--- src/rtl/memgame_pkg.sv ---
// Shared types and helpers for the memory game blocks
// (LED playback, input judge, game controller).
package memgame_pkg;

    typedef enum logic [1:0] {
        IDLE,
        WAIT_PRESS,
        WAIT_RELEASE,
        DONE
    } judge_state_t;

    localparam int unsigned MAX_SEQ  = 8;
    localparam int unsigned NIBBLE_W = 4;

    // Map a one-hot button vector to its game value 1..MAX_SEQ (0 when no bit is set)
    function automatic logic [NIBBLE_W-1:0] onehot_to_value(input logic [MAX_SEQ-1:0] onehot);
        logic [NIBBLE_W-1:0] value;
        value = '0;
        for (int unsigned i = 0; i < MAX_SEQ; i++) begin
            if (onehot[i]) begin
                value = NIBBLE_W'(i + 1);
            end
        end
        return value;
    endfunction

endpackage

--- src/rtl/button_debouncer.sv ---
// Two-flop synchronizer followed by a per-bit stability counter.
// A bit of `clean` follows the synchronized input only after it has
// differed from `clean` for STABLE_CYCLES consecutive cycles.
module button_debouncer #(
    parameter int unsigned WIDTH         = 8,
    parameter int unsigned STABLE_CYCLES = 1_000_000
) (
    input  logic             clk,
    input  logic             rst_n,
    input  logic [WIDTH-1:0] raw,
    output logic [WIDTH-1:0] clean
);

    localparam int unsigned           CNT_W    = $clog2(STABLE_CYCLES + 1);
    localparam logic [CNT_W-1:0]      CNT_LAST = CNT_W'(STABLE_CYCLES - 1);

    logic [WIDTH-1:0]            sync1;
    logic [WIDTH-1:0]            sync2;
    logic [WIDTH-1:0][CNT_W-1:0] cnt;

    // Bring the asynchronous button levels into the clk domain
    always_ff @(posedge clk or negedge rst_n) begin
        if (!rst_n) begin
            sync1 <= '0;
            sync2 <= '0;
        end else begin
            sync1 <= raw;
            sync2 <= sync1;
        end
    end

    // Per-bit stability counter; any return to the accepted level restarts it
    always_ff @(posedge clk or negedge rst_n) begin
        if (!rst_n) begin
            cnt   <= '0;
            clean <= '0;
        end else begin
            for (int unsigned i = 0; i < WIDTH; i++) begin
                if (sync2[i] == clean[i]) begin
                    cnt[i] <= '0;
                end else if (cnt[i] == CNT_LAST) begin
                    clean[i] <= sync2[i];
                    cnt[i]   <= '0;
                end else begin
                    cnt[i] <= cnt[i] + 1'b1;
                end
            end
        end
    end

endmodule

--- src/rtl/input_judge.sv ---
// Captures the player's button entries for one round and judges them
// against the answer sequence shown by LED playback.
module input_judge
    import memgame_pkg::*;
#(
    parameter int unsigned DEBOUNCE_CYCLES = 1_000_000,
    parameter int unsigned ENTRY_TIMEOUT   = 150_000_000
) (
    input  logic        clk,
    input  logic        rst_n,
    input  logic        start_input,
    input  logic [3:0]  difficulty_k,
    input  logic [31:0] answer_seq,
    input  logic [7:0]  btn_in,
    output logic        busy,
    output logic [3:0]  entry_cnt,
    output logic [31:0] entered_seq,
    output logic [7:0]  led_echo,
    output logic        judge_done,
    output logic        judge_pass,
    output logic        judge_timeout
);

    localparam logic [27:0] TIMER_LAST = 28'(ENTRY_TIMEOUT - 1);

    judge_state_t   state;
    logic [7:0]     btn_db;
    logic [7:0]     btn_db_q;
    logic [31:0]    seq_lat;
    logic [3:0]     k_lat;
    logic [27:0]    timer;

    logic           is_onehot;
    logic           press;
    logic [3:0]     press_val;
    logic [3:0]     expected_val;
    logic [3:0]     k_clamped;
    logic [4:0]     nib_base;

    button_debouncer #(
        .WIDTH         (MAX_SEQ),
        .STABLE_CYCLES (DEBOUNCE_CYCLES)
    ) u_debouncer (
        .clk   (clk),
        .rst_n (rst_n),
        .raw   (btn_in),
        .clean (btn_db)
    );

    // Previous debounced vector, used to find rising edges
    always_ff @(posedge clk or negedge rst_n) begin
        if (!rst_n) begin
            btn_db_q <= '0;
        end else begin
            btn_db_q <= btn_db;
        end
    end

    // Press detection, expected nibble lookup and k clamping
    always_comb begin
        is_onehot    = (btn_db != 8'd0) && ((btn_db & (btn_db - 8'd1)) == 8'd0);
        press        = is_onehot && ((btn_db & ~btn_db_q) != 8'd0);
        press_val    = onehot_to_value(btn_db);
        nib_base     = {entry_cnt[2:0], 2'b00};
        expected_val = seq_lat[nib_base +: NIBBLE_W];
        if (difficulty_k == 4'd0) begin
            k_clamped = 4'd1;
        end else if (difficulty_k > 4'(MAX_SEQ)) begin
            k_clamped = 4'(MAX_SEQ);
        end else begin
            k_clamped = difficulty_k;
        end
    end

    // Session FSM with registered outputs; start_input restarts from any state
    always_ff @(posedge clk or negedge rst_n) begin
        if (!rst_n) begin
            state         <= IDLE;
            seq_lat       <= '0;
            k_lat         <= '0;
            timer         <= '0;
            busy          <= 1'b0;
            entry_cnt     <= '0;
            entered_seq   <= '0;
            led_echo      <= '0;
            judge_done    <= 1'b0;
            judge_pass    <= 1'b0;
            judge_timeout <= 1'b0;
        end else begin
            judge_done <= 1'b0;
            if (start_input) begin
                seq_lat       <= answer_seq;
                k_lat         <= k_clamped;
                entry_cnt     <= '0;
                entered_seq   <= '0;
                judge_pass    <= 1'b0;
                judge_timeout <= 1'b0;
                timer         <= '0;
                busy          <= 1'b1;
                if (btn_db != 8'd0) begin
                    state    <= WAIT_RELEASE;
                    led_echo <= btn_db;
                end else begin
                    state    <= WAIT_PRESS;
                    led_echo <= '0;
                end
            end else begin
                case (state)
                    IDLE: begin
                        led_echo <= '0;
                    end
                    WAIT_PRESS: begin
                        // A press takes priority over a timeout in the same cycle
                        if (press) begin
                            entered_seq[nib_base +: NIBBLE_W] <= press_val;
                            entry_cnt <= entry_cnt + 4'd1;
                            timer     <= '0;
                            if (press_val != expected_val) begin
                                state      <= DONE;
                                judge_done <= 1'b1;
                                busy       <= 1'b0;
                                judge_pass <= 1'b0;
                            end else if ((entry_cnt + 4'd1) == k_lat) begin
                                state      <= DONE;
                                judge_done <= 1'b1;
                                busy       <= 1'b0;
                                judge_pass <= 1'b1;
                            end else begin
                                state    <= WAIT_RELEASE;
                                led_echo <= btn_db;
                            end
                        end else if (timer == TIMER_LAST) begin
                            state         <= DONE;
                            judge_done    <= 1'b1;
                            busy          <= 1'b0;
                            judge_pass    <= 1'b0;
                            judge_timeout <= 1'b1;
                        end else begin
                            timer <= timer + 28'd1;
                        end
                    end
                    WAIT_RELEASE: begin
                        timer <= '0;
                        if (btn_db == 8'd0) begin
                            state    <= WAIT_PRESS;
                            led_echo <= '0;
                        end else begin
                            led_echo <= btn_db;
                        end
                    end
                    DONE: begin
                        state <= IDLE;
                    end
                    default: begin
                        state <= IDLE;
                    end
                endcase
            end
        end
    end

endmodule
--- config.mk ---
export PLATFORM = sky130hd
export DESIGN_NAME = input_judge
export DESIGN_NICKNAME = d
export VERILOG_FILES = /design/src/rtl/memgame_pkg.sv /design/src/rtl/button_debouncer.sv /design/src/rtl/input_judge.sv
export SDC_FILE = /design/constraint.sdc
export NUM_CORES = 1
export LEC_CHECK = 0
export ABC_AREA = 1
export ABC_CLOCK_PERIOD_IN_PS = 5200
export BUFFER_PORTS_ARGS = -buffer_cell sky130_fd_sc_hd__clkbuf_2
export CORE_MARGIN = 2
export CORE_UTILIZATION = 45
export CTS_CLUSTER_DIAMETER = 50
export DETAILED_ROUTE_END_ITERATION = 6
export PLACE_DENSITY_LB_ADDON = 0.15
export SLEW_MARGIN = 20
export SYNTH_ARGS = -nofsm -noshare
export SYNTH_HDL_FRONTEND = slang
export SYNTH_SLANG_ARGS = --single-unit
--- constraint.sdc ---
create_clock -name clk -period 5.2 [get_ports clk]
set_clock_uncertainty 0.2 [all_clocks]
set_input_delay 1.56 -clock clk [delete_from_list [all_inputs] [get_ports clk]]
set_output_delay 1.56 -clock clk [all_outputs]
set_load 0.05 [all_outputs]
== Yosys cells after proc, flatten, opt, wreduce, memory -nomap -nowiden ==
Index checks and enable logic that the tools add are counted.

* Bitwise operators: 11
* Reduce and logical (&&, ||, !) cells: 29
* Mux-type cells: 73
* $lt $le $gt $ge: 1
* Shift operators: 3
* Add/subtract/negate cells: 12
* Equal/unequal tests: 30

{| class="wikitable"
|+ Operators by type and width
! kind !! number
|-
| 2-to-1 mux 20 bit || 16
|-
| adder 20 x 1 -> 20 bit, second input constant || 8
|-
| equality test 20 bit, second input constant || 8
|-
| 2-to-1 mux 32 bit || 3
|-
| 2-to-1 mux 28 bit || 3
|-
| one-hot mux 28 bit (2 select lines) || 1
|-
| 2-to-1 mux 4 bit || 12
|-
| 2-to-1 mux 8 bit || 6
|-
| bitwise mux 32 bit || 1
|-
| variable shift 4 x 7 -> 32 bit, first input constant || 1
|-
| indexed part select 32 x 6 -> 4 bit || 1
|-
| indexed part select 4 x 7 -> 32 bit || 1
|-
| adder 28 x 1 -> 28 bit, second input constant || 1
|-
| equality test 28 bit, second input constant || 1
|-
| 2-to-1 mux 1 bit || 24
|-
| one-hot mux 8 bit (3 select lines) || 1
|-
| AND reduction 2 bit || 10
|-
| bitwise AND 8 bit || 2
|-
| logical NOT 8 bit || 2
|-
| nonzero test 8 bit || 2
|-
| inequality test 3 bit, second input constant || 4
|-
| 2-to-1 mux 2 bit || 5
|-
| AND reduction 3 bit || 3
|-
| equality test 1 bit || 8
|-
| other kinds (21) || 35
|}

* Output and inout port bits: 48
* Input bits: 47
* Bits in registers: 306

== Longest topological paths before layout ==
* Depth in word-level cells: 13
* Mapped depth: 15

== Hierarchy ==
From an unflattened synthesis, not the netlist that was laid out.

* Cells, all modules: 2219
* Area total of the unflattened synthesis: 16648.5 um^2

{| class="wikitable"
|+ Modules (own cells, without submodules)
! module !! times used !! sequential area each (um^2) !! area each (um^2) !! cells each
|-
| button_debouncer || 1 || 4604.4 || 9895.7 || 1287
|-
| input_judge || 1 || 3052.9 || 6752.7 || 932
|}

== Least setup slack after synthesis ==
OpenSTA, ideal clock, no wires.

* Path type: in2reg
* Start: in start_input
* End: reg state[1]
* Arrival: 2.583 ns
* Cell stages on the path: 9
* Slack: 2.287 ns
* Required time: 4.870 ns
* Setup time: 0.130 ns
* Buffers on the path: 0
* Cells stage by stage: nor2_1 > inv_1 > nor2_1 > inv_1 > o22a_1 > nand2_1 > inv_1 > o211ai_1 > o21ai_0

* Cells in the longest elaborated chain, start to end: 2

{| class="wikitable"
|+ RTL lines
! item !! RTL line !! RTL
|-
| from (decl) || input_judge.sv:11 || <nowiki>input logic start_input,</nowiki>
|-
| inequality test 4 bit (no line), or another cell as far along || - ||
|-
| AND reduction 3 bit (no line) || - ||
|-
| to (signal assigned) || input_judge.sv:78 || <nowiki>state <= IDLE;</nowiki>
|-
| to (signal assigned) || input_judge.sv:101 || <nowiki>state <= WAIT_RELEASE;</nowiki>
|-
| to (signal assigned) || input_judge.sv:104 || <nowiki>state <= WAIT_PRESS;</nowiki>
|-
| to (decl) || input_judge.sv:26 || <nowiki>judge_state_t state;</nowiki>
|}

Several ways; a longest one is shown, not always the timed one.
A chain may end at the register's enable or synchronous reset.

== Worst setup path in the final report ==
* Start: reg entry_cnt[0]
* End: reg led_echo[2]

* Cells in the longest elaborated chain, start to end: 4

{| class="wikitable"
|+ RTL lines
! item !! RTL line !! RTL
|-
| from (decl) || input_judge.sv:16 || <nowiki>output logic [3:0] entry_cnt,</nowiki>
|-
| from (signal assigned) || input_judge.sv:116 || <nowiki>entry_cnt <= entry_cnt + 4'd1;</nowiki>
|-
| indexed part select 32 x 6 -> 4 bit or adder 4 x 1 -> 4 bit (tied branches) || input_judge.sv:65, input_judge.sv:123 ||
|-
| inequality test 4 bit or equality test 4 bit (tied branches) || input_judge.sv:118, input_judge.sv:123 ||
|-
| inequality test 3 bit (no line) || - ||
|-
| AND reduction 4 bit (no line) (*) || - ||
|-
| to (signal assigned) || input_judge.sv:102 || <nowiki>led_echo <= btn_db;</nowiki>
|-
| to (signal assigned) || input_judge.sv:130 || <nowiki>led_echo <= btn_db;</nowiki>
|-
| to (signal assigned) || input_judge.sv:148 || <nowiki>led_echo <= btn_db;</nowiki>
|-
| to (decl) || input_judge.sv:18 || <nowiki>output logic [7:0] led_echo,</nowiki>
|}

Every way passes the cells marked *; elsewhere a longest branch is shown, timed or not.

==> impl_metrics.py <==
metrics = {
    "worst_setup_path": {
        "required_ns": 5.47,
        "path_max_fanout": 24,
        "cp_cell_sequence": "inv_1 -> ha_1 -> inv_1 -> nor2_1 -> a211oi_1 -> nand4_1 -> nand3_1 -> nand2_2 -> nand2_4 -> nand2_1 -> nand2_1",
        "critical_path.max_stage_delay_ns": 0.92,
        "crit_family": "flip-flops",
        "setup.worst_path.class": "flip-flop to flip-flop",
        "crit_buf_inv": 2,
        "start_kind": "flip-flop",
        "cpMaxStageDelayCell": "dfrtp_1",
        "crit_path_end_kind": "flip-flop",
        "arrival_ns": 3.95,
    },
    "sta": {
        "rsz0062_at_grt": "false",
        "period_minus_slack_ns": 3.68,
        "relSlewSlack_pct": 41.0,
        "worst_slew_pin_slew_ns": 0.884,
        "fmax_mhz": 271,
        "fin_crit_sh_pct": 70.9,
        "hold_viol": 0,
        "final.setup.tns_ns": 0,
        "maxSlewViolCount": 0,
        "whs_ns": 0.144,
        "final-setup-viol-count": 0,
    },
    "logic_synthesis": {
        "ys_ff_latch": 306,
        "synth.distinct_cells": 47,
        "synth_edf_count": 0,
        "yosys_warnings": 0,
        "yosysTopAreaCell": "dfrtp_1",
        "avgSynthCellArea_um2": 7.96,
        "synth.most_common_cell": "nand2_1",
        "synth_area_leaders": "dfrtp_1, nand2_1, inv_1, nor2_1, nand3_1",
        "ys.flop_type": "dfrtp_1",
        "synth_top_cell_area_share_pct": 49.9,
        "synthCells": 1929,
        "synth_nets": 1992,
        "netlist_area_um2": 15300,
        "yosys-top-cells-count": "nand2_1, dfrtp_1, inv_1",
        "synthArstFlopShare_pct": 100,
        "yosysSeqAreaShare_pct": 49.9,
    },
    "cts": {
        "cts_buffers": 41,
        "cts_hold_buffers": 0,
        "cts_tree": "yes",
        "h-tree-depth": 2,
        "clock_latency_ns": 0.54,
        "clock_path_buffers": 3,
        "post_cts_resized": 0,
        "clk_pin_slew_ns": 0.06,
        "cts_sinks": 306,
        "cts_setup_buffers": 0,
        "cts-root-buf": "clkbuf_16",
    },
    "final_layout": {
        "multi_input_area_um2": 6490,
        "nets": 2101,
        "drive_gt1_share_pct": 10.4,
        "nFillCells": 3234,
        "seqCellArea_um2": 7660,
        "n_antenna_cell": 0,
        "areaGrowthSynthToFinish_pct": 15.0,
    },
    "placed_design": {
        "place_hpwl_mm": 24.9,
        "gp_congestion": 0.893,
        "io_buffers": 94,
    },
    "routing": {
        "vias_per_cell": 5.07,
        "drcViolationCount": 0,
        "vias": 12800,
        "wl_per_cell_um": 14.0,
        "drt-initial-drc-count": 766,
        "routed_wl_mm": 35.3,
        "drtPass1Iterations": 5,
        "drt.antenna.violating_nets": 0,
    },
    "die": {
        "fp.dieH_um": 189,
        "dieArea_um2": 35600,
        "start_util_pct": 45.8,
        "die_w_um": 189,
        "design.core.area_um2": 33500,
        "placementRows": 67,
        "num_io_pins": 95,
    },
    "grt": {
        "grtUsageTotal_pct": 20.0,
        "grt_max_degree": 94,
        "antenna_found_initial": 0,
        "grt_pass1_vias": 12200,
        "grt_pass1_wl_mm": 59.3,
        "grt_overflow": 0,
    },
    "power": {
        "leakage_nw": 8.18,
        "powerDensity_nw_per_um2": 332,
        "ir_drop_v": 0.000191,
    },
    "min_path": {
        "holdCritPathClass": "flip-flop to flip-flop",
    },
    "job": {
        "cap_viol_max_count": 0,
    },
    "run_status": {
        "status": "completed",
    },
}
-- layout make-up --
class	count	area share (%)
sequential	306	43.4
clock inverter	17	0.971
inverter	270	5.78
multi-input combinational	1319	36.8
tap	448	3.18
clock buffer	55	6.75
timing repair buffer	100	3.12
-- metrics by stage --
stage / cell area [µm²] / util [%] / power, mW / instances / worst slack [ns]
after floorplan: 15300 / - / 2.95 / 1929 / 2.29
after CTS: 17600 / 52.6 / 5.93 / 2515 / 1.55
after global routing: 17600 / 52.6 / 6.12 / 2515 / 1.28
after detailed placement: 16300 / 48.6 / 3.11 / 2443 / 1.53
final: 17600 / 52.6 / 5.86 / 2515 / 1.52
after global placement: 16300 / 48.6 / 3.10 / 2443 / 1.58
-- per-layer routing --
| metal | global-route usage [%] | share of wire (%) | up-vias |
|---|---|---|---|
| met3 | 3.32 | 4.0 | 59 |
| met1 | 28.1 | 48 | 6050 |
| li1 | - | - | 6439 |
| met4 | 6.13 | 2.4 | 0 |
| met5 | 0 | 0 | - |
| met2 | 31.9 | 46 | 207 |
-- state kept, by name, indices dropped and copies added (netlist names) --
signal / cells
btn_db_q: 8
busy: 1
entered_seq: 32
entry_cnt: 4
judge_done: 1
judge_pass: 1
judge_timeout: 1
k_lat: 4
led_echo: 8
seq_lat: 32
state: 2
timer: 28
u_debouncer.clean: 8
u_debouncer.cnt: 160
u_debouncer.sync1: 8
u_debouncer.sync2: 8
-- logic make-up after synthesis --
kind of cell | share of synthesized area, %
fa+ha+maj | 1.30
flops | 49.9
buf+inv | 7.79
simple gates | 28.4
xor+xnor | 3.99
compound gates | 8.07
mux | 0.587
-- report_power, final --
part / switching (mW) / internal, mW
combinational: 0.410 / 0.151
clock: 1.08 / 1.71
sequential: 0.0588 / 2.45
total: 1.54 / 4.31
-- worst paths after layout --
| kind | start | endpoint | slack [ns] | cells past startpoint |
|---|---|---|---|---|
| max | entry_cnt[0] | led_echo[2] | 1.52 | 11 |
| min | u_debouncer.sync1[4] | u_debouncer.sync2[4] | 0.14 | 0 |
| max reg2reg | entry_cnt[0] | led_echo[2] | 1.52 | 11 |
| min reg2reg | u_debouncer.sync1[4] | u_debouncer.sync2[4] | 0.14 | 0 |
| max in group asynchronous | rst_n | seq_lat[23] | 3.04 | 2 |
| min in group asynchronous | rst_n | u_debouncer.cnt[12] | 0.77 | 1 |
-- layout by cell type (no fill, tap or decap), types with 12 or more instances in the layout --
master	n
nor4_1	12
nor2_1	256
nor3b_1	13
o21ai_0	73
nand2_1	432
a21oi_1	70
nand4_1	60
clkbuf_2	93
nor3_1	70
nand3_1	140
xor2_1	48
o21ai_1	14
dfrtp_1	306
inv_1	260
xnor2_1	22
clkbuf_16	43
o22ai_1	20
ha_1	16
(Power assumes the default switching activity.)
